--- src/rtl/dma_multichan.sv ---
// dma_multichan: multi-channel DMA that shares one memory port with the CPU by cycle stealing.
// Latency: a word accepted from I/O is writable one cycle later; grant/mem_* are combinational.
// Backpressure: io_ready drops on full FIFO or exhausted length; CPU stalls only on a starvation-forced grant.
//
// Ports: clk/rst_n (async active-low); cfg_* program a channel (base, len);
//   io_valid/io_data/io_ready per-channel word intake; cpu_* processor bus request,
//   cpu_stall when the CPU access is displaced; mem_* shared memory port;
//   busy per channel while a block is outstanding; done one-cycle completion pulse.

// Generic synchronous FIFO with simultaneous push/pop, including push into a full FIFO
// when the same cycle pops. Output is the registered head (no bypass).
module dma_fifo #(
  parameter int W     = 32,
  parameter int DEPTH = 4
) (
  input  logic         clk,
  input  logic         rst_n,
  input  logic         push_i,
  input  logic [W-1:0] dat_i,
  input  logic         pop_i,
  output logic [W-1:0] dat_o,
  output logic         full_o,
  output logic         empty_o
);
  localparam int AW = $clog2(DEPTH);

  logic [W-1:0] mem_q [DEPTH];
  logic [AW:0]  wr_q, rd_q;
  logic         do_push, do_pop;

  // Extra pointer bit distinguishes full from empty.
  assign empty_o = (wr_q == rd_q);
  assign full_o  = (wr_q[AW] != rd_q[AW]) && (wr_q[AW-1:0] == rd_q[AW-1:0]);
  assign do_pop  = pop_i & ~empty_o;
  assign do_push = push_i & (~full_o | do_pop);
  assign dat_o   = mem_q[rd_q[AW-1:0]];

  always_ff @(posedge clk or negedge rst_n) begin
    if (!rst_n) begin
      wr_q <= '0;
      rd_q <= '0;
    end else begin
      if (do_push) wr_q <= wr_q + 1'b1;
      if (do_pop)  rd_q <= rd_q + 1'b1;
    end
  end

  // Storage carries no reset; validity is tracked by the pointers alone.
  always_ff @(posedge clk) begin
    if (do_push) mem_q[wr_q[AW-1:0]] <= dat_i;
  end
endmodule

module dma_multichan #(
  parameter int DATA_W     = 32,
  parameter int ADDR_W     = 32,
  parameter int CHANNELS   = 2,
  parameter int FIFO_DEPTH = 4,
  parameter int LEN_W      = 8,
  parameter int STARVE_LIM = 8
) (
  input  logic                                                  clk,
  input  logic                                                  rst_n,
  input  logic                                                  cfg_we,
  input  logic [((CHANNELS > 1) ? $clog2(CHANNELS) : 1)-1:0]    cfg_ch,
  input  logic [ADDR_W-1:0]                                     cfg_base,
  input  logic [LEN_W-1:0]                                      cfg_len,
  input  logic [CHANNELS-1:0]                                   io_valid,
  input  logic [CHANNELS*DATA_W-1:0]                            io_data,
  output logic [CHANNELS-1:0]                                   io_ready,
  input  logic [ADDR_W-1:0]                                     cpu_addr,
  input  logic [DATA_W-1:0]                                     cpu_wdata,
  input  logic                                                  cpu_rd,
  input  logic                                                  cpu_wr,
  output logic                                                  cpu_stall,
  output logic [ADDR_W-1:0]                                     mem_addr,
  output logic [DATA_W-1:0]                                     mem_wdata,
  output logic                                                  mem_rd,
  output logic                                                  mem_wr,
  output logic [CHANNELS-1:0]                                   busy,
  output logic [CHANNELS-1:0]                                   done
);
  localparam int CH_W = (CHANNELS > 1) ? $clog2(CHANNELS) : 1;
  localparam int SC_W = $clog2(STARVE_LIM + 1);

  // Per-channel programming and progress state.
  logic [ADDR_W-1:0]   base_q [CHANNELS];
  logic [LEN_W-1:0]    len_q  [CHANNELS];
  logic [LEN_W-1:0]    rc_q   [CHANNELS];
  logic [LEN_W-1:0]    wc_q   [CHANNELS];
  logic [CHANNELS-1:0] busy_q, done_q;

  logic [SC_W-1:0]     starve_q, starve_d;
  logic [CH_W-1:0]     rr_q, rr_d;

  logic [CHANNELS-1:0] f_full, f_empty, f_push, f_pop, cfg_hit;
  logic [DATA_W-1:0]   f_head [CHANNELS];

  logic                dma_req, cpu_req, force_grant, grant, found;
  logic [CH_W-1:0]     sel;
  logic [CH_W:0]       cand, nxt;

  for (genvar c = 0; c < CHANNELS; c++) begin : g_ch
    dma_fifo #(.W(DATA_W), .DEPTH(FIFO_DEPTH)) u_fifo (
      .clk     (clk),
      .rst_n   (rst_n),
      .push_i  (f_push[c]),
      .dat_i   (io_data[c*DATA_W +: DATA_W]),
      .pop_i   (f_pop[c]),
      .dat_o   (f_head[c]),
      .full_o  (f_full[c]),
      .empty_o (f_empty[c])
    );

    // Out-of-range channel indices never match any c, so they are dropped here.
    assign cfg_hit[c]  = cfg_we && (cfg_ch == CH_W'(c)) && !busy_q[c];
    // A same-cycle pop frees a slot, so a full FIFO can still accept.
    assign io_ready[c] = busy_q[c] && (!f_full[c] || f_pop[c]) && (rc_q[c] < len_q[c]);
    assign f_push[c]   = io_valid[c] && io_ready[c];
  end

  // Arbitration, round-robin select and memory port steering.
  always_comb begin
    dma_req     = |(~f_empty);
    cpu_req     = cpu_rd | cpu_wr;
    force_grant = dma_req && (starve_q >= SC_W'(STARVE_LIM));
    grant       = dma_req && (!cpu_req || force_grant);

    // Search starts at rr_q, which holds the channel after the last one serviced.
    sel   = '0;
    found = 1'b0;
    cand  = '0;
    for (int i = 0; i < CHANNELS; i++) begin
      cand = {1'b0, rr_q} + (CH_W+1)'(i);
      if (cand >= (CH_W+1)'(CHANNELS)) cand = cand - (CH_W+1)'(CHANNELS);
      if (!found && !f_empty[cand[CH_W-1:0]]) begin
        sel   = cand[CH_W-1:0];
        found = 1'b1;
      end
    end

    f_pop = '0;
    if (grant) f_pop[sel] = 1'b1;

    nxt = {1'b0, sel} + 1'b1;
    if (nxt >= (CH_W+1)'(CHANNELS)) nxt = '0;
    rr_d = grant ? nxt[CH_W-1:0] : rr_q;

    if (grant)                       starve_d = '0;
    else if (dma_req && |f_full)     starve_d = starve_q + 1'b1;
    else                             starve_d = starve_q;

    cpu_stall = grant && force_grant && cpu_req;

    if (grant) begin
      mem_addr  = base_q[sel] + ADDR_W'(wc_q[sel]);
      mem_wdata = f_head[sel];
      mem_rd    = 1'b0;
      mem_wr    = 1'b1;
    end else begin
      mem_addr  = cpu_addr;
      mem_wdata = cpu_wdata;
      mem_rd    = cpu_rd;
      mem_wr    = cpu_wr;
    end
  end

  always_ff @(posedge clk or negedge rst_n) begin
    if (!rst_n) begin
      starve_q <= '0;
      rr_q     <= '0;
    end else begin
      starve_q <= starve_d;
      rr_q     <= rr_d;
    end
  end

  always_ff @(posedge clk or negedge rst_n) begin
    if (!rst_n) begin
      busy_q <= '0;
      done_q <= '0;
      for (int c = 0; c < CHANNELS; c++) begin
        base_q[c] <= '0;
        len_q[c]  <= '0;
        rc_q[c]   <= '0;
        wc_q[c]   <= '0;
      end
    end else begin
      done_q <= '0;
      for (int c = 0; c < CHANNELS; c++) begin
        if (cfg_hit[c]) begin
          // Zero-length block completes immediately without going busy.
          if (cfg_len == '0) begin
            done_q[c] <= 1'b1;
          end else begin
            base_q[c] <= cfg_base;
            len_q[c]  <= cfg_len;
            rc_q[c]   <= '0;
            wc_q[c]   <= '0;
            busy_q[c] <= 1'b1;
          end
        end else begin
          if (f_push[c]) rc_q[c] <= rc_q[c] + 1'b1;
          if (f_pop[c]) begin
            wc_q[c] <= wc_q[c] + 1'b1;
            if (wc_q[c] + 1'b1 == len_q[c]) begin
              busy_q[c] <= 1'b0;
              done_q[c] <= 1'b1;
            end
          end
        end
      end
    end
  end

  assign busy = busy_q;
  assign done = done_q;
endmodule

--- config.mk ---
export PLATFORM = sky130hd
export DESIGN_NAME = dma_multichan
export DESIGN_NICKNAME = d
export VERILOG_FILES = /design/src/rtl/dma_multichan.sv
export SDC_FILE = /design/constraint.sdc
export NUM_CORES = 1
export LEC_CHECK = 0
export BUFFER_PORTS_ARGS = -buffer_cell sky130_fd_sc_hd__buf_4
export CAP_MARGIN = 25
export CORE_ASPECT_RATIO = 0.5
export CORE_UTILIZATION = 42
export CTS_CLUSTER_SIZE = 10
export DETAILED_ROUTE_END_ITERATION = 16
export GPL_TIMING_DRIVEN = 0
export HOLD_SLACK_MARGIN = 0.02
export PLACE_DENSITY = 0.62
export SKIP_LAST_GASP = 1
export SLEW_MARGIN = 20
export SYNTH_ARGS = -nofsm -noshare
export SYNTH_HDL_FRONTEND = slang
export SYNTH_SLANG_ARGS = --single-unit
--- constraint.sdc ---
create_clock -name clk -period 5.8 [get_ports clk]
set_input_delay 0.58 -clock clk [delete_from_list [all_inputs] [get_ports clk]]
set_output_delay 0.58 -clock clk [all_outputs]
set_load 0.005 [all_outputs]
Word level (Yosys, flattened, before mapping) --
Memory sizes are Yosys's and may differ from the RTL's. Index checks and enable logic that the tools add are counted.
Word-level totals: flip-flop bits (word level) 133, latch bits 0, bits in writable memories 256, ROM bits 0, output and inout bits 73, memories 2
Operators by class: add/sub/neg operators 14, multipliers 0, div/mod/pow operators 0, magnitude comparators 11, eq/ne operators 10, shift-type cells 0, multiplexer cells 54, bitwise logic cells 15, reductions and logical operators 46
Memory list:
- g_ch[0].u_fifo.mem_q | words 4, width 32, read ports 1, clocked after memory_dff 0, wr ports 1, line 27 | logic [W-1:0] mem_q [DEPTH];
- g_ch[1].u_fifo.mem_q | words 4, width 32, read ports 1, clocked after memory_dff 0, wr ports 1, line 27
Operators by type and width (number):
- $mux 32 | 8
- $mux 8 | 12
- $add 32x8->32 | 1
- $add 8x1->8 const B | 4
- $mux 1 | 30
- $logic_and 1x1->1 | 19
- $eq 8x8->1 | 2
- $lt 8x8->1 | 2
- $reduce_bool 2->1 | 7
- $add 3x1->3 const B | 4
- $reduce_and 2->1 | 6
- $logic_not 8->1 | 1
- $mux 4 | 2
- $eq 3x3->1 | 2
- $ge 2x2->1 const B | 3
- $logic_not 1->1 | 6
- $lt 1x2->1 const B | 3
- $not 1->1 | 6
- $reduce_and 3->1 | 2
- $add 1x1->2 const B | 2
- $add 4x1->4 const B | 1
- $and 1x1->1 | 4
- $eq 2x2->1 | 2
- $ge 4x4->1 const B | 1
- 12 further kinds | 20

Depth between registers and ports, before layout --
Gate-level depths: netlist (run 1).
depth after elaboration 20, mapped depth 19, gate-level depth less buffers 13

Cells and area by module --
A second synthesis (run 1) with hierarchy kept.
Unflattened totals: cells, all modules 1345, area total of the unflattened synthesis 18387.6 um^2
Modules (own cells, without submodules):
- dma_multichan | times used 1, cells each 909, area an instance 8182.8 um^2, seq. area each 3027.9 um^2
- dma_fifo at g_ch[1].u_fifo | times used 1, cells each 222, area an instance 5136.2 um^2, seq. area each 3993.8 um^2
- dma_fifo at g_ch[0].u_fifo | times used 1, cells each 214, area an instance 5068.6 um^2, seq. area each 3993.8 um^2

Least setup slack after synthesis (run 1) --
No wires, ideal clock.
path kind register to output, start register g_ch[0].u_fifo.rd_q[0], end output port mem_addr[29], arrival 3.936 ns, required time 5.220 ns, path slack 1.284 ns, cell stages (with the launch flop) 18, path buffers 5, cell sequence dfrtp_1 buf_6 xnor2_2 a31oi_4 nor2_2 buf_2 buf_2 buf_1 nand2_1 nand2_1 ha_1 a21o_1 and4_1 o21ai_0 a222oi_1 buf_6 a31oi_1 o31ai_2
On the way: cells in the longest elaborated chain, start to end 12, elaborated cells between the ends (all ways) 23, classes of those cells add/sub: 1; eq/ne: 1; mux: 13; bitwise: 2; reduce/logical: 6
RTL lines:
- start: declaration | line 28 | logic [AW:0] wr_q, rd_q;
- start signal: assignment | line 44 | if (do_pop) rd_q <= rd_q + 1'b1;
- $eq 3x3->1 * | line 32 | assign empty_o = (wr_q == rd_q);
- $mux 1 (implied by the code) (2 in a row) | line 136 | if (!found && !f_empty[cand[CH_W-1:0]]) begin
- $logic_not 1->1 | line 136
- $logic_and 1x1->1 | line 136
- $mux 1 | line 136
- $not 1->2 (implied by the code) | line 156 | mem_addr = base_q[sel] + ADDR_W'(wc_q[sel]);
- $mux 32 (implied by the code) / $mux 8 (equally long branches) (3 in a row) | line 156
- $add 32x8->32 | line 156
- $mux 32 * | line 155 | if (grant) begin
- end: declaration | line 76 | output logic [ADDR_W-1:0] mem_addr,
Every way passes the cells marked *; elsewhere a longest branch is shown, timed or not. The select of a mux whose other input is x is not followed.

Worst setup path in the final report (run 1) --
start register g_ch[1].u_fifo.rd_q[1], end output port mem_addr[28]
On the way: cells in the longest elaborated chain, start to end 12, elaborated cells between the ends (all ways) 23, classes of those cells add/sub: 1; eq/ne: 1; mux: 13; bitwise: 2; reduce/logical: 6
RTL lines (line):
- start: declaration | 28
- start signal: assignment | 44
- $eq 3x3->1 * | 32
- $mux 1 (implied by the code) (2 in a row) | 136
- $logic_not 1->1 | 136
- $logic_and 1x1->1 | 136
- $mux 1 | 136
- $not 1->2 (implied by the code) | 156
- $mux 32 (implied by the code) / $mux 8 (equally long branches) (3 in a row) | 156
- $add 32x8->32 | 156
- $mux 32 * | 155
Marked as above.

==> impl_metrics.tcl, run 1 <==
set metrics [dict create \
    buffer_ports.inserted 248 \
    synthTopCellsByArea "sky130_fd_sc_hd__edfxtp_1 41%, sky130_fd_sc_hd__dfrtp_1 18%, sky130_fd_sc_hd__nand2_1 7.9%" \
    tritoncts.num_buffers 45 \
    drc 0 \
    cts-root-to-sink-buffers 3 \
    critPathMaxStageDelay_ps 420 \
    initial_core_util_pct 42.57 \
    critical_path.cell_chain "buf_2, xnor2_2, nand3_1, clkbuf_4, nand2_2, buf_4, clkbuf_4, nand2_1, nand2_1, ha_1, fa_1, a21o_1, a21oi_1, nand2b_1, a21oi_1, clkbuf_2, and4_1, o31ai_1, buf_4" \
    area_growth_syn_to_layout_pct 22.44 \
    synthesis.nets 1756 \
    place_ws_ps -537.9 \
    core_region_area_um2 43580 \
    crit_path_start_kind "register" \
    detailed_routing_iteration_count_for_the_pre_antenna_repair_pass 5 \
    timing.max_cap.violations 0 \
    critical_path_buf_inv_count 6 \
    drt-wirelength-per-cell_um 20.75 \
    htreeDepth 2 \
    drive_above_1_share_pct 24.57 \
    die_w_um 299.2 \
    route.final.wire_length_mm 50.82 \
    synth.yosys.seq_area_share_pct 59.38 \
    nFillCells 3837 \
    finalWorstSetupSlack_ps 210.2 \
    routed-via-count 13340 \
    clockRootBuffer "sky130_fd_sc_hd__clkbuf_16" \
    min_path_cells 1 \
    dr_vias_cell 5.448 \
    final.setup_skew_ps 17.52 \
    clk_latency_ps 580 \
    worst_slew_margin_rel_pct 35.86 \
    run_status "finished clean" \
    crit_family "buffers and inverters" \
    power_per_cell_area_nw_per_um2 522.3 \
    postRouteAntennaNets 0 \
    worst_hold_path_type "input port to register" \
    grt_setup_unrepaired "true" \
    gp_congestion 0.8774 \
    global_route.usage.total_pct 22.43 \
    netlist_area_um2 18550 \
    die_y_um 150.6 \
    report.final.hold_viol_count 0 \
    crit_path_end_kind "primary output" \
    layout.nets 2063 \
    cp_max_delay_cell "sky130_fd_sc_hd__fa_1" \
    async_reset_ff_share_pct 34.19 \
    first_global_vias 12980 \
    yosys_register_bits 389 \
    io_count 249 \
    critical_path_cell_count 19 \
    period_share_pct 96.38 \
    final.hold.worst_slack_ps 200.5 \
    worst_setup_hold_path_clk_slew_ps 50 \
    fin_crit_ps 5590 \
    post_synth_top_flop "sky130_fd_sc_hd__edfxtp_1" \
    path_class "register to primary output" \
    grt_antenna_before_repair 1 \
    syn_inst 1541 \
    place.detailed.hpwl_mm 36.57 \
    placedInstanceArea_um2 21370 \
    static-leakage-power_nw 9.214 \
    synth_largest_area_cell "sky130_fd_sc_hd__edfxtp_1" \
    placement_rows 54 \
    max_slew.worst_pin.slew_ps 954.2 \
    post-route-cell-area_um2 22710 \
    crit_required_ps 5220 \
    grt_max_degree 94 \
    synth-edff-count 256 \
    timing.critical_path.arrival_ps 5010 \
    synthDistinctLibCells 70 \
    congestion_overflow_gr 0 \
    final-max-slew-violation-count 0 \
    yosys_warn_count 0 \
    report.final.setup_viol 0 \
    worstRegToRegCells 9 \
    fmax_mhz 178.9 \
    finalCoreUtilization_pct 52.12 \
    maximum_fanout_along_the_worst_path 10 \
    vdd.ir_drop.worst_v 0.0002590 \
    global_route_wire_length_before_repair_mm 76.15 \
    post-synth-top-area-fraction_pct 41.44 \
    design.die.area_um2 45060 \
    cts_tree "done" \
    tritoncts_num_sinks 389 \
    syn-mean-instance-area_um2 12.04 \
    detail_route.iter0.violations 1101 \
]
## where the power goes
part / internal, W / total (W) / switching [W]
combinational: 0.00205 / 0.00500 / 0.00295
sequential: 0.00382 / 0.00431 / 0.000490
clock: 0.00144 / 0.00255 / 0.00111
## placed cells by master, fill, tap and decap left out, types with 12 or more instances in the layout
master | netlist | layout
sky130_fd_sc_hd__clkbuf_16 | 0 | 45
sky130_fd_sc_hd__o21ai_0 | 72 | 70
sky130_fd_sc_hd__xnor2_1 | 33 | 33
sky130_fd_sc_hd__mux4_2 | 64 | 64
sky130_fd_sc_hd__a21o_1 | 15 | 15
sky130_fd_sc_hd__and3_1 | 23 | 15
sky130_fd_sc_hd__o211ai_1 | 17 | 17
sky130_fd_sc_hd__xor2_1 | 12 | 12
sky130_fd_sc_hd__nand2_1 | 391 | 390
sky130_fd_sc_hd__mux2i_1 | 14 | 14
sky130_fd_sc_hd__ha_1 | 38 | 38
sky130_fd_sc_hd__clkbuf_1 | 53 | 58
sky130_fd_sc_hd__nand4_1 | 15 | 15
sky130_fd_sc_hd__nand3_1 | 40 | 40
sky130_fd_sc_hd__and2_1 | 18 | 18
sky130_fd_sc_hd__edfxtp_1 | 256 | 256
sky130_fd_sc_hd__dfrtp_1 | 133 | 133
sky130_fd_sc_hd__o31ai_1 | 13 | 13
sky130_fd_sc_hd__inv_1 | 31 | 31
sky130_fd_sc_hd__a21oi_1 | 20 | 19
sky130_fd_sc_hd__nor2_1 | 75 | 75
sky130_fd_sc_hd__buf_4 | 1 | 253
sky130_fd_sc_hd__a31oi_1 | 43 | 43
sky130_fd_sc_hd__mux2_2 | 14 | 14
## worst paths after layout
check | slack (ps) | end | startpoint
min in group asynchronous | 480 | base_q[48] | rst_n
min reg2reg | 480 | base_q[37] | base_q[37]
max reg2reg | 2300 | g_ch[1].u_fifo.mem_q[2][13] | g_ch[1].u_fifo.rd_q[1]
min | 200 | g_ch[0].u_fifo.mem_q[1][15] | io_data[15]
max | 210 | mem_addr[28] | g_ch[1].u_fifo.rd_q[1]
max in group asynchronous | 4490 | g_ch[1].u_fifo.wr_q[1] | rst_n
## final cells by class
type / instances / area (um^2) / area share (%)
diodes: 1 / 2.502 / 0.01102
repair buffers: 262 / 2107 / 9.277
plain buffers: 70 / 331.6 / 1.460
clock inverters: 4 / 83.83 / 0.3691
multi-input cells: 1049 / 7127 / 31.38
flip-flops and latches: 389 / 11020 / 48.50
clock buffers: 55 / 1194 / 5.255
inverters: 31 / 116.4 / 0.5123
well taps: 588 / 735.7 / 3.239
## repair_timing
| item | in CTS | in global routing |
|---|---|---|
| setup endpoints to repair | 28 | 19 |
| hold buffers | 1 | 0 |
| endpoints found under the hold margin | 40 | 0 |
| setup buffers | 3 | 0 |
| resized for setup | 13 | 6 |
| pin swaps | 2 | 0 |
## per-stage QoR
stage	TNS, ps	power, W	std cells
final	0	0.01186	2449
after global routing	-31.07	0.01258	2448
after CTS	0	0.01194	2449
after detailed placement	-6734	0.009316	2387
after global placement	-10650	0.009167	2377
after floorplan	0	0.007417	1541
## Yosys cell counts (all sizes together), types with 4 or more instances
| library cell | instances |
|---|---|
| a21bo | 8 |
| or2 | 8 |
| o21ai | 73 |
| o31ai | 20 |
| nand2 | 391 |
| nor3 | 11 |
| a21o | 15 |
| mux4 | 64 |
| and2 | 22 |
| o21a | 4 |
| mux2 | 14 |
| o211ai | 17 |
| and3 | 24 |
| nand2b | 5 |
| clkbuf | 53 |
| nor4 | 9 |
| and4 | 6 |
| inv | 31 |
| nand3 | 41 |
| xnor2 | 38 |
| a22o | 5 |
| nor2b | 7 |
| mux2i | 14 |
| ha | 38 |
| edfxtp | 256 |
| a21oi | 22 |
| nor2 | 76 |
| buf | 19 |
| dfrtp | 133 |
| xor2 | 12 |
| nand4 | 15 |
| a31oi | 44 |
## per-layer routing
| metal | global-route usage [%] | vias up | wire length, um |
|---|---|---|---|
| met4 | 4.821 | 0 | 930 |
| met5 | 0 | - | 0 |
| met2 | 38.97 | 380 | 25450 |
| met3 | 3.968 | 76 | 2577 |
| li1 | - | 6245 | - |
| met1 | 29.56 | 6641 | 21860 |
## cell families (layout without fill, tap and decap cells)
group	Yosys count	in the layout	synth area share (%)
and+or+nand+nor	623	623	14.59
DFF	389	389	59.38
AOI/OAI and AO/OA	245	245	9.086
buffers and inverters	103	422	2.334
muxes	92	92	9.375
xor gates and xnor gates	50	50	2.563
adders and majority gates	39	39	2.671
other	0	1	0
## state kept, by name, indices dropped and copies added, names as in the netlist
register           cells
g_ch.u_fifo.mem_q    256
base_q                64
len_q                 16
rc_q                  16
wc_q                  16
g_ch.u_fifo.rd_q       6
g_ch.u_fifo.wr_q       6
starve_q               4
busy                   2
done                   2
rr_q                   1
Power figures use the tool's default switching activity.
==> run 2: changes to the inputs <==
--- a/config.mk
+++ b/config.mk
@@ -7,13 +7,15 @@
 export LEC_CHECK = 0
 export BUFFER_PORTS_ARGS = -buffer_cell sky130_fd_sc_hd__buf_4
 export CAP_MARGIN = 25
+export CELL_PAD_IN_SITES_DETAIL_PLACEMENT = 1
+export CELL_PAD_IN_SITES_GLOBAL_PLACEMENT = 2
 export CORE_ASPECT_RATIO = 0.5
-export CORE_UTILIZATION = 42
+export CORE_UTILIZATION = 39
 export CTS_CLUSTER_SIZE = 10
 export DETAILED_ROUTE_END_ITERATION = 16
 export GPL_TIMING_DRIVEN = 0
 export HOLD_SLACK_MARGIN = 0.02
-export PLACE_DENSITY = 0.62
+export PLACE_DENSITY = 0.81
 export SKIP_LAST_GASP = 1
 export SLEW_MARGIN = 20
 export SYNTH_ARGS = -nofsm -noshare
==> impl_metrics.tcl, run 2 (synthesis results as in run 1) <==
set metrics [dict create \
    cts-root-to-sink-buffers 3 \
    final-max-slew-violation-count 0 \
    initial_core_util_pct 39.57 \
    postRouteAntennaNets 0 \
    detail_route.iter0.violations 802 \
    area_growth_syn_to_layout_pct 23.18 \
    max_reg_flops 256 \
    tritoncts.num_buffers 45 \
    route.final.wire_length_mm 56.57 \
    design.die.area_um2 48490 \
    critical_path.cell_chain "buf_4, xnor2_2, nand3_2, buf_2, nand2_4, buf_4, clkbuf_4, nand2_1, nand2_1, ha_1, a21o_1, and4_1, o21ai_0, a222oi_1, buf_2, buf_2, and4_1, o31ai_2, buf_4" \
    fin_crit_ps 5516 \
    critical_path_buf_inv_count 7 \
    r2r_start "g_ch[1].u_fifo.rd_q[0]" \
    grt_max_degree 90 \
    crit_path_start_kind "register" \
    fmax_mhz 181.3 \
    core_region_area_um2 46880 \
    post-route-cell-area_um2 22850 \
    timing.critical_path.from "g_ch[1].u_fifo.rd_q[0]" \
    min-delay-start "cfg_base[29]" \
    placedInstanceArea_um2 21440 \
    layout_commonest_cell "sky130_fd_sc_hd__nand2_1" \
    finalPower_w 0.01215 \
    critical_path_cell_count 19 \
    report.final.setup_viol 0 \
    worst_setup_hold_path_clk_slew_ps 60 \
    setup.reg_to_reg.worst_slack_ps 2170 \
    critPathMaxStageDelay_ps 380 \
    layout.nets 2064 \
    vdd.ir_drop.worst_v 0.0002834 \
    grt_setup_unrepaired "false" \
    report.final.hold_viol_count 0 \
    gp_congestion 0.8389 \
    final.hold.worst_slack_ps 202.2 \
    buffer_ports.inserted 248 \
    place.detailed.hpwl_mm 41.37 \
    io_count 249 \
    worstRegToRegCells 9 \
    path_class "register to primary output" \
    cp_max_delay_cell "sky130_fd_sc_hd__dfrtp_1" \
    worst_slew_margin_rel_pct 37.09 \
    timing.max_cap.violations 0 \
    routed-via-count 13500 \
    first_global_vias 14270 \
    final.setup_skew_ps 22.34 \
    drive_above_1_share_pct 24.69 \
    period_share_pct 95.10 \
    cts_tree "done" \
    timing.critical_path.arrival_ps 4940 \
    layout_common_cells "390 x sky130_fd_sc_hd__nand2_1, 256 x sky130_fd_sc_hd__edfxtp_1, 253 x sky130_fd_sc_hd__buf_4" \
    run_status "finished clean" \
    dr_vias_cell 5.385 \
    worst_hold_path_type "input port to register" \
    clk_latency_ps 580 \
    static-leakage-power_nw 9.244 \
    drt-wirelength-per-cell_um 22.57 \
    power_per_cell_area_nw_per_um2 531.8 \
    clockRootBuffer "sky130_fd_sc_hd__clkbuf_16" \
    worst_setup_path_endpoint "mem_addr[29]" \
    global_route.usage.total_pct 23.51 \
    maximum_fanout_along_the_worst_path 10 \
    global_route_wire_length_before_repair_mm 85.46 \
    die_w_um 310.4 \
    congestion_overflow_gr 0 \
    drc 0 \
    htreeDepth 2 \
    crit_family "buffers and inverters" \
    r2r-end "g_ch[1].u_fifo.mem_q[1][15]" \
    crit_path_end_kind "primary output" \
    placement_rows 56 \
    crit_required_ps 5220 \
    tritoncts_num_sinks 389 \
    die_y_um 156.2 \
    max_slew.worst_pin.slew_ps 943.6 \
    detailed_routing_iteration_count_for_the_pre_antenna_repair_pass 5 \
    grt_antenna_before_repair 2 \
]
-- run 2: cell type report --
class	instances	area (um^2)
Timing Repair Buffer	263	2107
Antenna cell	1	2.502
Inverter	31	116.4
Fill cell	4955	24020
Sequential cell	389	11020
Multi-Input combinational cell	1049	7162
Clock buffer	60	1192
Buffer	70	341.6
Clock inverter	5	115.1
Tap cell	638	798.3
-- run 2: metal layers --
metal | up-vias | GRT usage, % | routed length, um
met2 | 300 | 39.87 | 28170
met5 | - | 0 | 0
li1 | 6249 | - | -
met3 | 87 | 3.968 | 2436
met4 | 0 | 6.990 | 1601
met1 | 6859 | 31.00 | 24360
-- run 2: where the power goes --
group          switching (W)  internal [W]
clock                0.00115       0.00148
combinational        0.00310       0.00209
sequential          0.000511       0.00382
total                0.00476       0.00739
-- run 2: per-stage QoR --
step,cells,util (%),TNS [ps],setup WS (ps)
2_1_floorplan,1541,-,0,1284
3_3_place_gp,2427,45.25,-15930,-1260
3_5_place_dp,2438,45.73,-8438,-631.8
4_1_cts,2503,48.60,0,17.07
5_1_grt,2506,48.75,0,13.07
6_report,2506,48.75,0,284.2
-- run 2: worst reg2reg max path: cells and delay by family, from the launching register on --
kind	cells	cell delay, ps
AND/OR/NAND/NOR	2	720
XOR/XNOR	1	190
AO/OA/AOI/OAI	2	810
flip-flops	1	380
buffers and inverters	4	1200
-- run 2: what timing repair did --
item / CTS / global route
hold buffers: 1 / 0
gates resized for setup: 11 / 14
setup endpoints to repair: 28 / 20
gates cloned: 0 / 0
setup buffers: 1 / 1
endpoints found under the hold margin: 44 / 0
pin swaps: 1 / 1
-- run 2: worst min path at each step --
stage,endpoint,slack [ps],cells after the start
after floorplan,base_q[0],280,0
after global placement,base_q[6],460,2
after detailed placement,base_q[35],470,2
after CTS,g_ch[0].u_fifo.mem_q[3][5],170,1
after global routing,g_ch[0].u_fifo.mem_q[1][4],180,1
final,base_q[29],200,3
